**src/rtl/i2c_pkg.sv**
```systemverilog
// i2c_pkg: shared FSM state, quarter indices, and bus constants for the I2C register master
package i2c_pkg;
  typedef enum logic [3:0] {
    IDLE, START, ADDR_W, ACK_A, REG, ACK_R, WDATA, ACK_D,
    RSTART, ADDR_R, ACK_A2, RDATA, MNACK, STOP
  } state_t;
  localparam logic [1:0] Q0 = 2'd0;
  localparam logic [1:0] Q1 = 2'd1;
  localparam logic [1:0] Q2 = 2'd2;
  localparam logic [1:0] Q3 = 2'd3;
  localparam logic RW_WRITE = 1'b0;
  localparam logic RW_READ = 1'b1;
  localparam logic ACK = 1'b0;
  localparam logic NACK = 1'b1;
endpackage

```
**src/rtl/i2c_qtick.sv**
```systemverilog
// i2c_qtick: quarter-bit timebase (CLK_DIV cycles per quarter) with quarter index
// ports: clk/rst, run (clears counter when low), scl_oe/scl_in (stretch detect),
//        tick (last cycle of a quarter), q (current quarter 0..3)
// I2C_CLOCK_STRETCH_EN: hold the count in Q2/Q3 while a slave keeps SCL low
import i2c_pkg::*;
module i2c_qtick #(
  parameter int CLK_DIV = 125
) (
  input  logic       clk,
  input  logic       rst,
  input  logic       run,
  input  logic       scl_oe,
  input  logic       scl_in,
  output logic       tick,
  output logic [1:0] q
);
  localparam int CW = (CLK_DIV > 2) ? $clog2(CLK_DIV) : 1;
  logic [CW-1:0] cnt;
  logic hold;
`ifdef I2C_CLOCK_STRETCH_EN
  assign hold = q[1] && !scl_oe && !scl_in;
`else
  // fixed timing: scl_in is not observed
  assign hold = &{1'b0, scl_oe, scl_in};
`endif
  assign tick = run && !hold && cnt == CW'(CLK_DIV - 1);
  always_ff @(posedge clk)
    if (rst || !run) begin
      cnt <= '0;
      q   <= Q0;
    end else if (!hold) begin
      cnt <= tick ? '0 : cnt + 1'b1;
      q   <= tick ? q + 1'b1 : q;
    end
endmodule

```
**src/rtl/i2c_reg_master.sv**
```systemverilog
// i2c_reg_master: single-register I2C write/read master driving open-drain SCL/SDA enables
// ports: clk_50Mhz/reset (sync, active-high); start/rw/dev_addr/reg_addr/wdata request;
//        busy/done/ack_err/rdata status; sda_in/scl_in pin readback; sda_oe/scl_oe pull-low enables
// I2C_CLOCK_STRETCH_EN: honor slave clock stretching (see i2c_qtick)
import i2c_pkg::*;
module i2c_reg_master #(
  parameter int CLK_DIV = 125
) (
  input  logic       clk_50Mhz,
  input  logic       reset,
  input  logic       start,
  input  logic       rw,
  input  logic [6:0] dev_addr,
  input  logic [7:0] reg_addr,
  input  logic [7:0] wdata,
  output logic       busy,
  output logic       done,
  output logic       ack_err,
  output logic [7:0] rdata,
  input  logic       sda_in,
  input  logic       scl_in,
  output logic       sda_oe,
  output logic       scl_oe
);
  state_t state, nxt;
  logic rw_r;
  logic [6:0] dev_r;
  logic [7:0] reg_r, wd_r, sh, tx;
  logic [2:0] bit_n;
  logic [1:0] q;
  logic tick, bit_end, samp, byte_end, is_tx, is_byte, is_ack, sda_d, scl_d;
  i2c_qtick #(.CLK_DIV(CLK_DIV)) u_qtick (
    .clk(clk_50Mhz), .rst(reset), .run(busy), .scl_oe(scl_oe), .scl_in(scl_in),
    .tick(tick), .q(q)
  );
  assign busy = state != IDLE;
  assign bit_end = tick && q == Q3;
  assign samp = tick && q == Q2;
  assign is_tx = state inside {ADDR_W, REG, WDATA, ADDR_R};
  assign is_byte = is_tx || state == RDATA;
  assign is_ack = state inside {ACK_A, ACK_R, ACK_D, ACK_A2};
  // bit_n walks 7..0 and wraps back to 7, so it is ready for the next byte
  assign byte_end = bit_end && bit_n == 3'd0;
  always_comb begin
    tx = state == ADDR_W ? {dev_r, 1'b0} : state == ADDR_R ? {dev_r, 1'b1} : state == REG ? reg_r : wd_r;
    sda_d = state inside {START, RSTART} ? q[1] : state == STOP ? q != Q3 : is_tx ? !tx[bit_n] : 1'b0;
    scl_d = state inside {IDLE, START} ? 1'b0 : state inside {RSTART, STOP} ? q == Q0 : !q[1];
    nxt = state;
    unique case (state)
      IDLE:    if (start) nxt = START;
      START:   if (bit_end) nxt = ADDR_W;
      ADDR_W:  if (byte_end) nxt = ACK_A;
      ACK_A:   if (bit_end) nxt = ack_err ? STOP : REG;
      REG:     if (byte_end) nxt = ACK_R;
      ACK_R:   if (bit_end) nxt = ack_err ? STOP : rw_r == RW_READ ? RSTART : WDATA;
      WDATA:   if (byte_end) nxt = ACK_D;
      ACK_D:   if (bit_end) nxt = STOP;
      RSTART:  if (bit_end) nxt = ADDR_R;
      ADDR_R:  if (byte_end) nxt = ACK_A2;
      ACK_A2:  if (bit_end) nxt = ack_err ? STOP : RDATA;
      RDATA:   if (byte_end) nxt = MNACK;
      MNACK:   if (bit_end) nxt = STOP;
      STOP:    if (bit_end) nxt = IDLE;
      default: nxt = IDLE;
    endcase
  end
  always_ff @(posedge clk_50Mhz)
    if (reset) begin
      state   <= IDLE;
      sda_oe  <= 1'b0;
      scl_oe  <= 1'b0;
      done    <= 1'b0;
      ack_err <= 1'b0;
      rdata   <= '0;
      bit_n   <= 3'd7;
    end else begin
      state  <= nxt;
      sda_oe <= sda_d;
      scl_oe <= scl_d;
      done   <= state == STOP && bit_end;
      if (state == IDLE && start) begin
        rw_r    <= rw;
        dev_r   <= dev_addr;
        reg_r   <= reg_addr;
        wd_r    <= wdata;
        ack_err <= 1'b0;
        bit_n   <= 3'd7;
      end
      if (samp && is_ack && sda_in == NACK) ack_err <= 1'b1;
      if (bit_end && is_byte) bit_n <= bit_n - 1'b1;
      if (samp && state == RDATA) sh <= {sh[6:0], sda_in};
      if (state == STOP && bit_end && rw_r == RW_READ && !ack_err) rdata <= sh;
    end
endmodule

```
**config.mk**
```make
export PLATFORM = sky130hd
export DESIGN_NAME = i2c_reg_master
export DESIGN_NICKNAME = d
export VERILOG_FILES = /design/src/rtl/i2c_pkg.sv /design/src/rtl/i2c_qtick.sv /design/src/rtl/i2c_reg_master.sv
export SDC_FILE = /design/constraint.sdc
export NUM_CORES = 1
export LEC_CHECK = 0
export CORE_UTILIZATION = 58
export CTS_CLUSTER_SIZE = 10
export DETAILED_ROUTE_END_ITERATION = 12
export GPL_ROUTABILITY_DRIVEN = 0
export PLACE_DENSITY = 0.86
export RECOVER_POWER = 25
export SLEW_MARGIN = 20
export SYNTH_ARGS = -nofsm -noshare
export SYNTH_HDL_FRONTEND = slang
export SYNTH_SLANG_ARGS = --single-unit
```
**constraint.sdc**
```tcl
create_clock -name clk_50Mhz -period 5.6 [get_ports clk_50Mhz]
set_clock_uncertainty 0.1 [all_clocks]
set_input_delay 0.84 -clock clk_50Mhz [delete_from_list [all_inputs] [get_ports clk_50Mhz]]
set_output_delay 0.84 -clock clk_50Mhz [all_outputs]
set_load 0.02 [all_outputs]
```
==> key figures <==
Clock network
  – Postcts setup bufs: 0
  – Clock sink count: 60
  – Hold-fix buffers, CTS: 0
  – Worst skew pair latency: roughly 0.34 ns
  – Clock Path Buffers: 2
  – TritonCTS clock tree: built
  – Worst-path clk slew: approximately 0.07 ns
  – CTS H-tree depth: 3
  – Root buffer cell: clkbuf_8
  – Total CTS buffers: 9
  – CTS resizes: 0

Synthesis
  – Post-synth top flop: edfxtp_1
  – Yosys top cell by area: edfxtp_1
  – Yosys top cell area share: 0.342
  – Post-Syn Area: roughly 2800 um^2
  – Number of synthesized flops with an enable pin: 32
  – Post-synth cell types: 49
  – FFs w/ async S/R, synth: 0
  – Syn Nets: between 200 and 300
  – Syn Inst Count: roughly 260
  – Yosys reg bits: 60
  – Sequential share of the synthesized area: 0.541
  – Yosys warnings: 0
  – Syn_area_per_cell: approximately 11 um^2
  – Synth top area cells: edfxtp_1 (34%), dfxtp_1 (20%), mux2i_1 (5.0%)

GRT
  – Largest net degree at the start of global routing: 26
  – GR Overflow Total: 0
  – Initial antenna violation count: 0
  – First-pass GRT wire length: about 9300 um
  – Vias in the first global route: 2,062
  – All-Layer GR Usage: 0.243

Placement
  – DP HPWL: between 3000 and 4000 um
  – IO Port Bufs: 40
  – Placed instance count: around 340

Die
  – Chip Height: between 70 and 80 um
  – Ports: 42
  – Die Wd: 71.6 um
  – Core area: 4500 um^2
  – Num rows: 24
  – DIE AREA: roughly 5100 um^2
  – Starting Density: 0.624

STA
  – Final Hold Fails: 0
  – Final setup vio count: 0
  – Fin Setup TNS: 0 ns
  – Fmax: between 200 and 300 MHz
  – Period minus WS final: approximately 3.5 ns
  – Relative slew slack: 0.379
  – RSZ-0062 raised after global routing: no
  – Crit share post-route: 0.622
  – Worst Tran Pin Value: ~0.9 ns
  – Slew Limit Fails: 0

Setup path
  – Crit path DAT: 2.55 ns
  – Crit-path max FO: 23
  – FF-to-FF setup slack: about 2.7 ns
  – Setup crit end kind: output port
  – CP required: around 4.7 ns
  – Startpoint Class: register
  – Worst Setup Path Type: reg -> out

Final layout
  – Final std cells w/o fill: 351
  – Layout cell share with drive strength beyond 1: 0.104
  – Fill count: roughly 300
  – Antenna diodes: 0
  – Synthesis-to-finish area growth: 21.9%
  – Nets: 330

Route
  – DRT Pass-1 Iters: 4
  – Routed vias: ~2,100
  – Remaining routing DRC violations: 0
  – WL final: between 5000 and 6000 um
  – ANT nets after route: 0
  – WL/cell: around 16 um
  – Via density: between 5 and 6
  – DR iter-0 viols: ~220

Status
  – Status: completed

Power and ir drop
  – Pwr/cell area: approximately 300 nW/um^2
  – LEAKAGE: 1.23 nW
  – Worst VDD drop: 239 uV

Min path
  – Hold Path Class: reg -> reg

Job
  – Max-cap violations: 0
==> logic make-up after synthesis <==
family	Yosys count	synth area share
muxes	19	0.0712
adders and majority gates	7	0.0311
DFF	60	0.541
AOI/OAI and AO/OA	47	0.110
buffers and inverters	26	0.0405
and+or+nand+nor	92	0.184
xor gates and xnor gates	7	0.0218
==> synth_stat cells (2+ instances only) <==
master / number
nor3_1: 8
o2111ai_1: 2
nand3_1: 4
nor2_1: 29
o21ai_0: 13
a31oi_1: 2
a2bb2oi_1: 2
dfxtp_1: 28
mux2_2: 4
ha_1: 7
nand2_1: 12
a21boi_0: 3
o22ai_1: 4
clkbuf_1: 12
or2_2: 4
edfxtp_1: 32
mux2i_1: 14
nor4_1: 2
nor3b_1: 3
a21oi_1: 10
and2_1: 3
buf_6: 2
nand4_1: 3
or3_1: 4
nand2b_1: 7
a221oi_1: 2
inv_1: 11
nor2b_1: 4
a22oi_1: 2
xnor2_1: 5
xor2_1: 2
==> power by group <==
group          total [mW]  switching, mW  internal, mW
combinational       0.121         0.0630        0.0581
sequential          0.505         0.0219         0.483
clock               0.421          0.172         0.249
total                1.05          0.257         0.790
==> state kept, by name, summed over array words and instances (netlist names), 2 cells and up <==
signal and count:
dev_r 7, bit_n 3, state 4, rdata 8, wd_r 8, reg_r 8, u_qtick.cnt 7, u_qtick.q 2
sh 8
==> critical path, cell delays in order (launching register included) <==
cell and delay, ns:
dfxtp_1 0.56, nor4_1 0.90, inv_1 0.16, clkdlybuf4s50_1 0.58
==> worst paths after layout <==
check / startpoint / endpoint / cells after the start
setup reg to reg: state[0] / reg_r[4] / 3
setup / recovery: state[0] / busy / 3
hold reg to reg: sh[2] / sh[3] / 0
hold / removal: sh[2] / sh[3] / 0
==> cells in the final DEF, fill, tap and decap left out, types with 2 or more instances in the layout <==
cell type,n
a21boi_0,3
a21oi_1,10
a221oi_1,2
a22oi_1,2
a2bb2oi_1,2
a31oi_1,2
and2_1,3
bufinv_16,2
clkbuf_8,9
clkdlybuf4s50_1,21
clkinv_2,2
clkinv_4,2
dfxtp_1,28
dlygate4sd3_1,19
edfxtp_1,32
ha_1,7
inv_1,11
mux2_2,4
mux2i_1,14
nand2_1,12
nand2b_1,7
nand3_1,4
nand4_1,3
nor2_1,29
nor2b_1,3
nor3_1,8
nor3b_1,3
nor4_1,2
o2111ai_1,2
o21ai_0,13
o22ai_1,4
or2_2,4
or3_1,4
xnor2_1,5
xor2_1,2
==> cell type report <==
| type | count | area [um^2] | area share |
|---|---|---|---|
| clock inverter | 7 | 91.3 | 0.0266 |
| tap | 52 | 65.1 | 0.0190 |
| multi-input combinational | 172 | 1180 | 0.346 |
| clock buffer | 9 | 124 | 0.0361 |
| sequential | 60 | 1520 | 0.444 |
| timing repair buffer | 40 | 400 | 0.117 |
| inverter | 11 | 41.3 | 0.0120 |
==> metal layers <==
layer	global-route usage	up-vias	part of all wire
met3	0.0591	10	0.055
met4	0.111	0	0.018
met1	0.306	997	0.42
li1	-	1005	-
met2	0.399	78	0.51
met5	0	-	0
==> per-stage QoR <==
stage / area, um^2 / worst slack, ns / power, mW / utilization / hold WS [ns]
2_1_floorplan: 2810 / 2.62 / 0.591 / - / 0.326
3_3_place_gp: 3210 / 2.27 / 0.631 / 0.712 / 0.337
3_5_place_dp: 3210 / 2.24 / 0.634 / 0.712 / 0.343
4_1_cts: 3420 / 2.19 / 1.05 / 0.760 / 0.360
5_1_grt: 3430 / 1.98 / 1.09 / 0.761 / 0.364
6_report: 3430 / 2.11 / 1.05 / 0.761 / 0.360
Note: power is estimated with default switching activity, not from simulation.
